<file path="config.mk">
export PLATFORM = sky130hd
export DESIGN_NAME = cube_move_engine_flat
export DESIGN_NICKNAME = d
export VERILOG_FILES = /design/src/rtl/cube_pkg.sv /design/src/rtl/cube_move_engine_if.sv /design/src/rtl/cube_turn_cw.sv /design/src/rtl/cube_move_engine.sv /design/src/flat_wrapper.sv
export SDC_FILE = /design/constraint.sdc
export NUM_CORES = 1
export LEC_CHECK = 0
export ABC_AREA = 1
export ABC_CLOCK_PERIOD_IN_PS = 2100
export CAP_MARGIN = 10
export CORE_ASPECT_RATIO = 1.5
export CORE_UTILIZATION = 50
export DETAILED_ROUTE_END_ITERATION = 10
export PLACE_DENSITY = 0.86
export SKIP_CTS_REPAIR_TIMING = 1
export SLEW_MARGIN = 15
export SYNTH_ARGS = -nofsm -noshare
export SYNTH_HDL_FRONTEND = slang
export SYNTH_SLANG_ARGS = --single-unit
</file>
<file path="constraint.sdc">
create_clock -name clk -period 2.1 [get_ports clk]
set_input_delay 0.315 -clock clk [delete_from_list [all_inputs] [get_ports clk]]
set_output_delay 0.315 -clock clk [all_outputs]
set_load 0.03 [all_outputs]
</file>
<file path="src/rtl/cube_pkg.sv">
// Shared definitions for the cube move engine: face indices, colours, move encoding,
// FSM states and the solved reference state.
package cube_pkg;

  localparam int NUM_FACES = 6;

  localparam logic [2:0] FACE_F = 3'd0;
  localparam logic [2:0] FACE_B = 3'd1;
  localparam logic [2:0] FACE_L = 3'd2;
  localparam logic [2:0] FACE_R = 3'd3;
  localparam logic [2:0] FACE_U = 3'd4;
  localparam logic [2:0] FACE_D = 3'd5;

  localparam logic [2:0] COL_WHITE   = 3'd0;
  localparam logic [2:0] COL_YELLOW  = 3'd1;
  localparam logic [2:0] COL_BLUE    = 3'd2;
  localparam logic [2:0] COL_GREEN   = 3'd3;
  localparam logic [2:0] COL_RED     = 3'd4;
  localparam logic [2:0] COL_MAGENTA = 3'd5;

  // The encoding doubles as the number of clockwise quarter turns to apply.
  typedef enum logic [1:0] {
    DIR_NOP  = 2'b00,
    DIR_CW   = 2'b01,
    DIR_HALF = 2'b10,
    DIR_CCW  = 2'b11
  } dir_e;

  typedef enum logic [1:0] {
    ST_IDLE   = 2'd0,
    ST_TURN   = 2'd1,
    ST_NOTIFY = 2'd2
  } state_e;

  // One face: sticker index = row*3 + col as drawn on the net.
  typedef logic [0:8][2:0] face_t;
  typedef face_t cube_t [NUM_FACES];

  localparam cube_t SOLVED_CUBE = '{
    {9{COL_WHITE}}, {9{COL_YELLOW}}, {9{COL_BLUE}},
    {9{COL_GREEN}}, {9{COL_RED}},    {9{COL_MAGENTA}}
  };

  function automatic logic [3:0] ix(input int v);
    return 4'(v);
  endfunction

  function automatic logic is_solved(input cube_t c);
    logic ok;
    ok = 1'b1;
    for (int f = 0; f < NUM_FACES; f++) begin
      for (int i = 1; i < 9; i++) begin
        if (c[3'(f)][ix(i)] != c[3'(f)][4'd0]) ok = 1'b0;
      end
    end
    return ok;
  endfunction

endpackage

</file>
<file path="src/rtl/cube_move_engine_if.sv">
// Move command channel into the cube move engine.
// A command transfers on a rising clk edge where move_valid && move_ready; the master
// holds face/dir stable with move_valid high until then, and nothing is queued.
interface cube_move_engine_if;
  logic       move_valid;
  logic       move_ready;
  logic [2:0] move_face;
  logic [1:0] move_dir;

  modport master (output move_valid, output move_face, output move_dir, input move_ready);
  modport slave  (input move_valid, input move_face, input move_dir, output move_ready);
endinterface

</file>
<file path="src/rtl/cube_turn_cw.sv">
// Combinational single clockwise quarter turn of the selected face; every edge-cycle
// source is read from the pre-turn input.
module cube_turn_cw
  import cube_pkg::*;
(
  input  logic [2:0] face_i,
  input  cube_t      cube_i,
  output cube_t      cube_o
);

  localparam logic [0:8][3:0] ROT_CW = {4'd6, 4'd3, 4'd0, 4'd7, 4'd4, 4'd1, 4'd8, 4'd5, 4'd2};

  always_comb begin
    cube_o = cube_i;
    if (face_i < 3'd6) begin
      for (int i = 0; i < 9; i++) begin
        cube_o[face_i][ix(i)] = cube_i[face_i][ROT_CW[ix(i)]];
      end
    end
    for (int k = 0; k < 3; k++) begin
      case (face_i)
        FACE_U: begin
          cube_o[FACE_L][ix(k)] = cube_i[FACE_F][ix(k)];
          cube_o[FACE_B][ix(k)] = cube_i[FACE_L][ix(k)];
          cube_o[FACE_R][ix(k)] = cube_i[FACE_B][ix(k)];
          cube_o[FACE_F][ix(k)] = cube_i[FACE_R][ix(k)];
        end
        FACE_D: begin
          cube_o[FACE_R][ix(6+k)] = cube_i[FACE_F][ix(6+k)];
          cube_o[FACE_B][ix(6+k)] = cube_i[FACE_R][ix(6+k)];
          cube_o[FACE_L][ix(6+k)] = cube_i[FACE_B][ix(6+k)];
          cube_o[FACE_F][ix(6+k)] = cube_i[FACE_L][ix(6+k)];
        end
        FACE_F: begin
          cube_o[FACE_U][ix(6+k)]   = cube_i[FACE_L][ix(8-3*k)];
          cube_o[FACE_R][ix(3*k)]   = cube_i[FACE_U][ix(6+k)];
          cube_o[FACE_D][ix(k)]     = cube_i[FACE_R][ix(6-3*k)];
          cube_o[FACE_L][ix(2+3*k)] = cube_i[FACE_D][ix(k)];
        end
        FACE_R: begin
          cube_o[FACE_U][ix(2+3*k)] = cube_i[FACE_F][ix(2+3*k)];
          cube_o[FACE_B][ix(6-3*k)] = cube_i[FACE_U][ix(2+3*k)];
          cube_o[FACE_D][ix(2+3*k)] = cube_i[FACE_B][ix(6-3*k)];
          cube_o[FACE_F][ix(2+3*k)] = cube_i[FACE_D][ix(2+3*k)];
        end
        FACE_L: begin
          cube_o[FACE_F][ix(3*k)]   = cube_i[FACE_U][ix(3*k)];
          cube_o[FACE_D][ix(3*k)]   = cube_i[FACE_F][ix(3*k)];
          cube_o[FACE_B][ix(8-3*k)] = cube_i[FACE_D][ix(3*k)];
          cube_o[FACE_U][ix(3*k)]   = cube_i[FACE_B][ix(8-3*k)];
        end
        FACE_B: begin
          cube_o[FACE_U][ix(k)]     = cube_i[FACE_R][ix(2+3*k)];
          cube_o[FACE_L][ix(3*k)]   = cube_i[FACE_U][ix(2-k)];
          cube_o[FACE_D][ix(6+k)]   = cube_i[FACE_L][ix(3*k)];
          cube_o[FACE_R][ix(2+3*k)] = cube_i[FACE_D][ix(8-k)];
        end
        default: ;
      endcase
    end
  end

endmodule

</file>
<file path="src/rtl/cube_move_engine.sv">
// Holds the 54-sticker cube and applies face moves as a sequence of registered
// clockwise quarter turns, pulsing redraw once per completed command.
module cube_move_engine
  import cube_pkg::*;
#(
  parameter int MOVE_CNT_W = 16
) (
  input  logic                  clk,
  input  logic                  resetn,
  cube_move_engine_if.slave     mv,
  output face_t                 f1,
  output face_t                 f2,
  output face_t                 f3,
  output face_t                 f4,
  output face_t                 f5,
  output face_t                 f6,
  output logic                  redraw,
  output logic                  solved,
  output logic [MOVE_CNT_W-1:0] move_count,
  output state_e                dbg_state_o
);

  state_e                state_q, state_d;
  cube_t                 faces_q, faces_d;
  cube_t                 turned;
  logic [1:0]            turns_q, turns_d;
  logic [2:0]            face_q, face_d;
  logic                  solved_q, solved_d;
  logic [MOVE_CNT_W-1:0] count_q, count_d;

  cube_turn_cw u_turn (
    .face_i (face_q),
    .cube_i (faces_q),
    .cube_o (turned)
  );

  always_ff @(posedge clk or negedge resetn) begin
    if (!resetn) begin
      state_q  <= ST_IDLE;
      faces_q  <= SOLVED_CUBE;
      turns_q  <= 2'd0;
      face_q   <= 3'd0;
      solved_q <= 1'b1;
      count_q  <= '0;
    end else begin
      state_q  <= state_d;
      faces_q  <= faces_d;
      turns_q  <= turns_d;
      face_q   <= face_d;
      solved_q <= solved_d;
      count_q  <= count_d;
    end
  end

  always_comb begin
    state_d  = state_q;
    faces_d  = faces_q;
    turns_d  = turns_q;
    face_d   = face_q;
    count_d  = count_q;
    solved_d = solved_q;
    case (state_q)
      ST_IDLE: begin
        if (mv.move_valid) begin
          count_d = count_q + MOVE_CNT_W'(1);
          face_d  = mv.move_face;
          if (mv.move_face >= 3'd6) begin
            faces_d = SOLVED_CUBE;
            state_d = ST_NOTIFY;
          end else if (mv.move_dir == DIR_NOP) begin
            state_d = ST_NOTIFY;
          end else begin
            turns_d = mv.move_dir;
            state_d = ST_TURN;
          end
        end
      end
      ST_TURN: begin
        faces_d = turned;
        turns_d = turns_q - 2'd1;
        if (turns_q == 2'd1) state_d = ST_NOTIFY;
      end
      ST_NOTIFY: state_d = ST_IDLE;
      default:   state_d = ST_IDLE;
    endcase
    // solved must already be valid while redraw is high, so compute it from the final state.
    if (state_d == ST_NOTIFY) solved_d = is_solved(faces_d);
  end

  assign mv.move_ready = (state_q == ST_IDLE);
  assign redraw        = (state_q == ST_NOTIFY);
  assign solved        = solved_q;
  assign move_count    = count_q;
  assign dbg_state_o   = state_q;

  assign f1 = faces_q[FACE_F];
  assign f2 = faces_q[FACE_B];
  assign f3 = faces_q[FACE_L];
  assign f4 = faces_q[FACE_R];
  assign f5 = faces_q[FACE_U];
  assign f6 = faces_q[FACE_D];

endmodule

</file>
<file path="src/flat_wrapper.sv">
// flat-port wrapper written by rule: the top's interface ports become plain ports
module cube_move_engine_flat import cube_pkg::*;
#(
  parameter int MOVE_CNT_W = 16
)
  (clk, resetn, f1, f2, f3, f4, f5, f6, redraw, solved, move_count, dbg_state_o, mv_move_valid, mv_move_face, mv_move_dir, mv_move_ready);
  cube_move_engine_if mv_i ();
  input  logic clk;
  input  logic resetn;
  output face_t f1;
  output face_t f2;
  output face_t f3;
  output face_t f4;
  output face_t f5;
  output face_t f6;
  output logic redraw;
  output logic solved;
  output logic [MOVE_CNT_W-1:0] move_count;
  output state_e dbg_state_o;
  input wire logic [$bits(mv_i.move_valid)-1:0] mv_move_valid;
  input wire logic [$bits(mv_i.move_face)-1:0] mv_move_face;
  input wire logic [$bits(mv_i.move_dir)-1:0] mv_move_dir;
  output wire logic [$bits(mv_i.move_ready)-1:0] mv_move_ready;
  assign mv_i.move_valid = mv_move_valid;
  assign mv_i.move_face = mv_move_face;
  assign mv_i.move_dir = mv_move_dir;
  assign mv_move_ready = mv_i.move_ready;
  cube_move_engine #(.MOVE_CNT_W(MOVE_CNT_W)) u_core (.clk(clk), .resetn(resetn), .mv(mv_i), .f1(f1), .f2(f2), .f3(f3), .f4(f4), .f5(f5), .f6(f6), .redraw(redraw), .solved(solved), .move_count(move_count), .dbg_state_o(dbg_state_o));
endmodule
</file>
==> key figures, run 1 <==
Clock tree
  • Root Driver: clkbuf_16
  • H-tree depth: 4
  • Clock sinks: 186
  • Largest buffer count on any clock path: 2
  • TritonCTS Buffers: 17

Placement
  • RD Place Congestion: 1.27
  • Post-DP HPWL: roughly 55 mm
  • # port buffers: between 150 and 200
  • Placed inst area: ~20000 µm²
  • Dpl cells: 3086

Synthesis
  • Synth Instances: 2187
  • Avg Inst Size Synth: 6.33 µm²
  • Register area share after synthesis: 0.342
  • Ys flop type: dfrtp_1
  • Synth top area share: 0.220
  • Post-synth EDFFs: 0
  • Yosys Warn Count: 0
  • Count leader, synth: nand2_1
  • Synth area leaders: dfrtp_1 22%, nand2_1 19%, dfstp_2 12%, inv_1 7.4%, o21ai_0 6.9%
  • Distinct cells, synth: 48
  • FF+latch count, synth: 186
  • Cell Area, Synth: 13800 µm²
  • Commonest cells post-synth: 691 x nand2_1, 272 x inv_1, 192 x o21ai_0
  • Syn_nets: 2197
  • Asr flop ratio synth: 1.00
  • Leading area contributor after synthesis: dfrtp_1

GRT
  • Largest net degree at the start of global routing: 58
  • GRT Overall Usage: 0.850
  • GR Overflow Total: 222

Floorplanning
  • Rows: 74
  • Die Y: 206 µm
  • Starting Density: 0.509
  • Die Span X: 138 µm
  • I/O pin cnt: between 150 and 200

Status
  • Status: aborted with a tool error
  • Stop Error: [ERROR GRT-0232] Routing congestion too high. Check the congestion heatmap in the GUI.
  • Fail Step: global routing (5_1_grt)

STA
  • Category of the worst endpoint: register data pin
  • Worst endpoint, post-GRT repair: u_core.solved$_DFFE_PN1N_/D
-- layer usage --
metal / GRT usage / GRT overflow
met2: 0.942 / 107
met1: 0.847 / 33
met5: 0.561 / 8
met4: 0.792 / 61
met3: 0.803 / 13
-- metrics by stage --
stage / worst slack (ns) / utilization
CTS: -0.975 / 0.741
detailed placement: -0.878 / 0.719
global placement: -0.816 / 0.719
floorplan: 0.00209 / -
-- cell families after synthesis --
group	Yosys count	synth area share
xor+xnor	14	0.00885
fa+ha+maj	2	0.00181
compound gates	456	0.189
flops	186	0.342
simple gates	1118	0.339
buf+inv	411	0.120
==> inputs of run 2 (changes only) <==
--- a/config.mk
+++ b/config.mk
@@ -6,12 +6,11 @@
 export NUM_CORES = 1
 export LEC_CHECK = 0
 export ABC_AREA = 1
-export ABC_CLOCK_PERIOD_IN_PS = 2100
+export ABC_CLOCK_PERIOD_IN_PS = 2750
 export CAP_MARGIN = 10
-export CORE_ASPECT_RATIO = 1.5
-export CORE_UTILIZATION = 50
+export CORE_UTILIZATION = 35
 export DETAILED_ROUTE_END_ITERATION = 10
-export PLACE_DENSITY = 0.86
+export PLACE_DENSITY_LB_ADDON = 0.15
 export SKIP_CTS_REPAIR_TIMING = 1
 export SLEW_MARGIN = 15
 export SYNTH_ARGS = -nofsm -noshare
==> constraint.sdc (replaced) <==
create_clock -name clk -period 2.75 [get_ports clk]
set_input_delay 0.4125 -clock clk [delete_from_list [all_inputs] [get_ports clk]]
set_output_delay 0.4125 -clock clk [all_outputs]
set_load 0.03 [all_outputs]
==> run 2 against run 1 <==
  * The flow now finishes, with violations (setup timing)
  * Synthesized cell count did not move
  * Area after synthesis did not move
==> key figures, run 2 <==
Detailed routing
  • Vias per cell: just under 6
  • Post-route ant nets: 0
  • DR pass1 iterations: 5
  • DR iter-0 viols: 2608
  • Routed via count: 18700
  • DR WL/cell: 27.2 µm
  • Final Routed Wirelength: 87.9 mm
  • # DRC: 0

Clock tree
  • Largest buffer count on any clock path: 2 (unchanged)
  • CTS tree: yes
  • H-tree depth: 4 (unchanged)
  • Root Driver: clkbuf_16
  • Skew-Pair Late Insertion Delay: 0.52 ns
  • Clock sinks: 186 (unchanged)
  • TritonCTS Buffers: 17 (unchanged)
  • Clk pin slew, worst setup/hold paths: approximately 0.08 ns

Synthesis
  • Commonest cells post-synth: 691 x nand2_1, 272 x inv_1, 192 x o21ai_0
  • FF+latch count, synth: 186 (unchanged)
  • Count leader, synth: nand2_1
  • Post-synth EDFFs: 0 (unchanged)
  • Register area share after synthesis: 0.342 (unchanged)
  • Ys flop type: dfrtp_1
  • Asr flop ratio synth: 1.00 (unchanged)
  • Leading area contributor after synthesis: dfrtp_1
  • Avg Inst Size Synth: 6.33 µm² (unchanged)
  • Synth Instances: 2187 (unchanged)
  • Cell Area, Synth: 13800 µm² (unchanged)
  • Syn_nets: 2197 (unchanged)
  • Distinct cells, synth: 48 (unchanged)
  • Synth area leaders: dfrtp_1 22%, nand2_1 19%, dfstp_2 12%, inv_1 7.4%, o21ai_0 6.9%
  • Yosys Warn Count: 0 (unchanged)
  • Synth top area share: 0.220 (unchanged)

Placement
  • Pre-CTS WS: -0.428 ns (+0.450 ns)
  • RD Place Congestion: 1.05 (-17%)
  • Post-DP HPWL: 69.5 mm (+27%)
  • # port buffers: 190 (unchanged)
  • Dpl cells: 3178 (+3.0%)

Layout
  • Fin cells: 3230
  • Fill cells: between 3000 and 4000
  • Layout area overhead: 47.3%
  • Register area: 4740 µm²
  • Area occupied by multi-input gates: 7800 µm²
  • Layout cell share with drive strength beyond 1: 0.242
  • Fin nets: 2708
  • Most common cell after layout, fill and taps aside: nand2_1
  • Commonest cells after routing, fill and taps aside: 649 x nand2_1, 377 x buf_4, 269 x inv_1

Floorplanning
  • Die Span X: 201 µm (+46%)
  • Die Y: 201 µm (-2.4%)
  • Die area: 40400 µm²
  • Rows: 72 (-2.7%)
  • Starting Density: 0.357 (-0.152)
  • Core ar.: 38800 µm²
  • I/O pin cnt: 191 (unchanged)

GRT
  • Antenna violations before repair: 3
  • GR Overflow Total: 0
  • Largest net degree at the start of global routing: 78
  • First-pass GRT wire length: between 100 and 150 mm
  • Vias in the first global route: 17000
  • GRT Overall Usage: 0.430

STA
  • Relative slew slack: 0.603
  • RSZ-0062 raised after global routing: yes
  • Final period util: 1.05
  • Final hold vios: 0
  • Slew at the pin with the worst max-slew slack: slightly below 0.6 ns
  • Final worst path period need: 2.88 ns
  • Fmax: roughly 0.35 GHz
  • Final worst-path setup slack: -0.125 ns
  • Setup tns final: -0.125 ns
  • Final Setup Violations: 1
  • Clk_skew: 0.0129 ns
  • Hold_ws: 0.429 ns
  • Final Max Tran Viols: 0

Setup path
  • Crit end category: register
  • CP max FO: 10
  • CP startpoint kind: register
  • CP arrival: 3.34 ns
  • Req. time, crit path: approximately 3.2 ns
  • Worst setup path class: register to register

Job
  • Maxcap violations: 0

Power and ir drop
  • Worst vdd ir: 0.788 mV
  • Lkg Pwr: 10.1 nW
  • PD cells: around 1400 nW/µm²

Status
  • Status: finished, violations left
  • Failing checks: setup timing

Min path
  • Min-Delay Path Class: input pin to asynchronous set/reset pin
run 2: cell counts after synthesis:
No cell type changed its count.
run 2: layout make-up:
cell class,instances,area share
Tap cell,518,0.0318
Timing Repair Buffer,614,0.270
Inverter,289,0.0539
Clock buffer,17,0.0209
Antenna cell,1,0.000123
Multi-Input combinational cell,1590,0.382
Clock inverter,15,0.00920
Sequential cell,186,0.232
run 2: worst max-delay path, stage by stage, from the launching register on:
cell      delay, ns
dfrtp_2        0.59
clkinv_4       0.17
buf_6          0.20
nand2_2        0.15
nand3_1        0.10
nand2_2        0.12
buf_4          0.12
nand3_1        0.05
o21ai_0        0.08
nand2_1        0.06
nand2_1        0.12
nand2_1        0.16
inv_1          0.12
nand2_1        0.05
nand2_1        0.08
nand2_1        0.10
nor2_4         0.17
nand2_1        0.08
nor2_2         0.13
nand3_1        0.08
nand2_1        0.06
run 2: path summary, 6_finish.rpt:
kind                                                    from                           end  slack, ns  depth (start not counted)
worst max-delay path            u_core.face_q[0]$_DFFE_PN0P_     u_core.solved$_DFFE_PN1N_      -0.13                         20
worst min-delay path                                  resetn  u_core.face_q[2]$_DFFE_PN0P_       0.43                          2
worst max register to register  u_core.face_q[0]$_DFFE_PN0P_     u_core.solved$_DFFE_PN1N_      -0.13                         20
worst min register to register     u_core.solved$_DFFE_PN1N_     u_core.solved$_DFFE_PN1N_       0.49                          2
max in group asynchronous                             resetn       u_core.f3[25]$_DFF_PN1_       1.47                          3
min in group clk                             mv_move_face[0]  u_core.face_q[0]$_DFFE_PN0P_       0.49                          3
run 2: per-stage QoR:
stage | util | area (µm²) | total power [W]
4_1_cts | 0.510 | 19800 | 0.0279
3_3_place_gp | 0.494 | 19200 | 0.0251
2_1_floorplan | - | 13800 | 0.0145
3_5_place_dp | 0.494 | 19200 | 0.0251
6_report | 0.525 | 20400 | 0.0293
5_1_grt | 0.525 | 20400 | 0.0304
run 2: power breakdown:
part           internal, W  total (W)  switching [W]
combinational      0.00761     0.0208         0.0132
clock              0.00124    0.00267        0.00144
sequential         0.00410    0.00580        0.00169
total               0.0129     0.0293         0.0163
run 2: metal layers:
layer  track usage  routed length (µm)  vias to the layer above
li1              -                   -                     8182
met1         0.620               37600                     8854
met2         0.595               35000                     1453
met3         0.125               11500                      212
met4         0.174                3800                        4
met5             0                  32                        -
run 2: kinds of logic (layout without fill, tap and decap cells):
logic type,count (synthesis),count (layout),share of synthesized area
fa+ha+maj,2,2,0.00181
flops,186,186,0.342
simple gates,1118,1118,0.339
buf+inv,411,935,0.120
compound gates,456,456,0.189
xor+xnor,14,14,0.00885
other cells,0,1,0
Note: power is estimated with default switching activity, not from simulation.
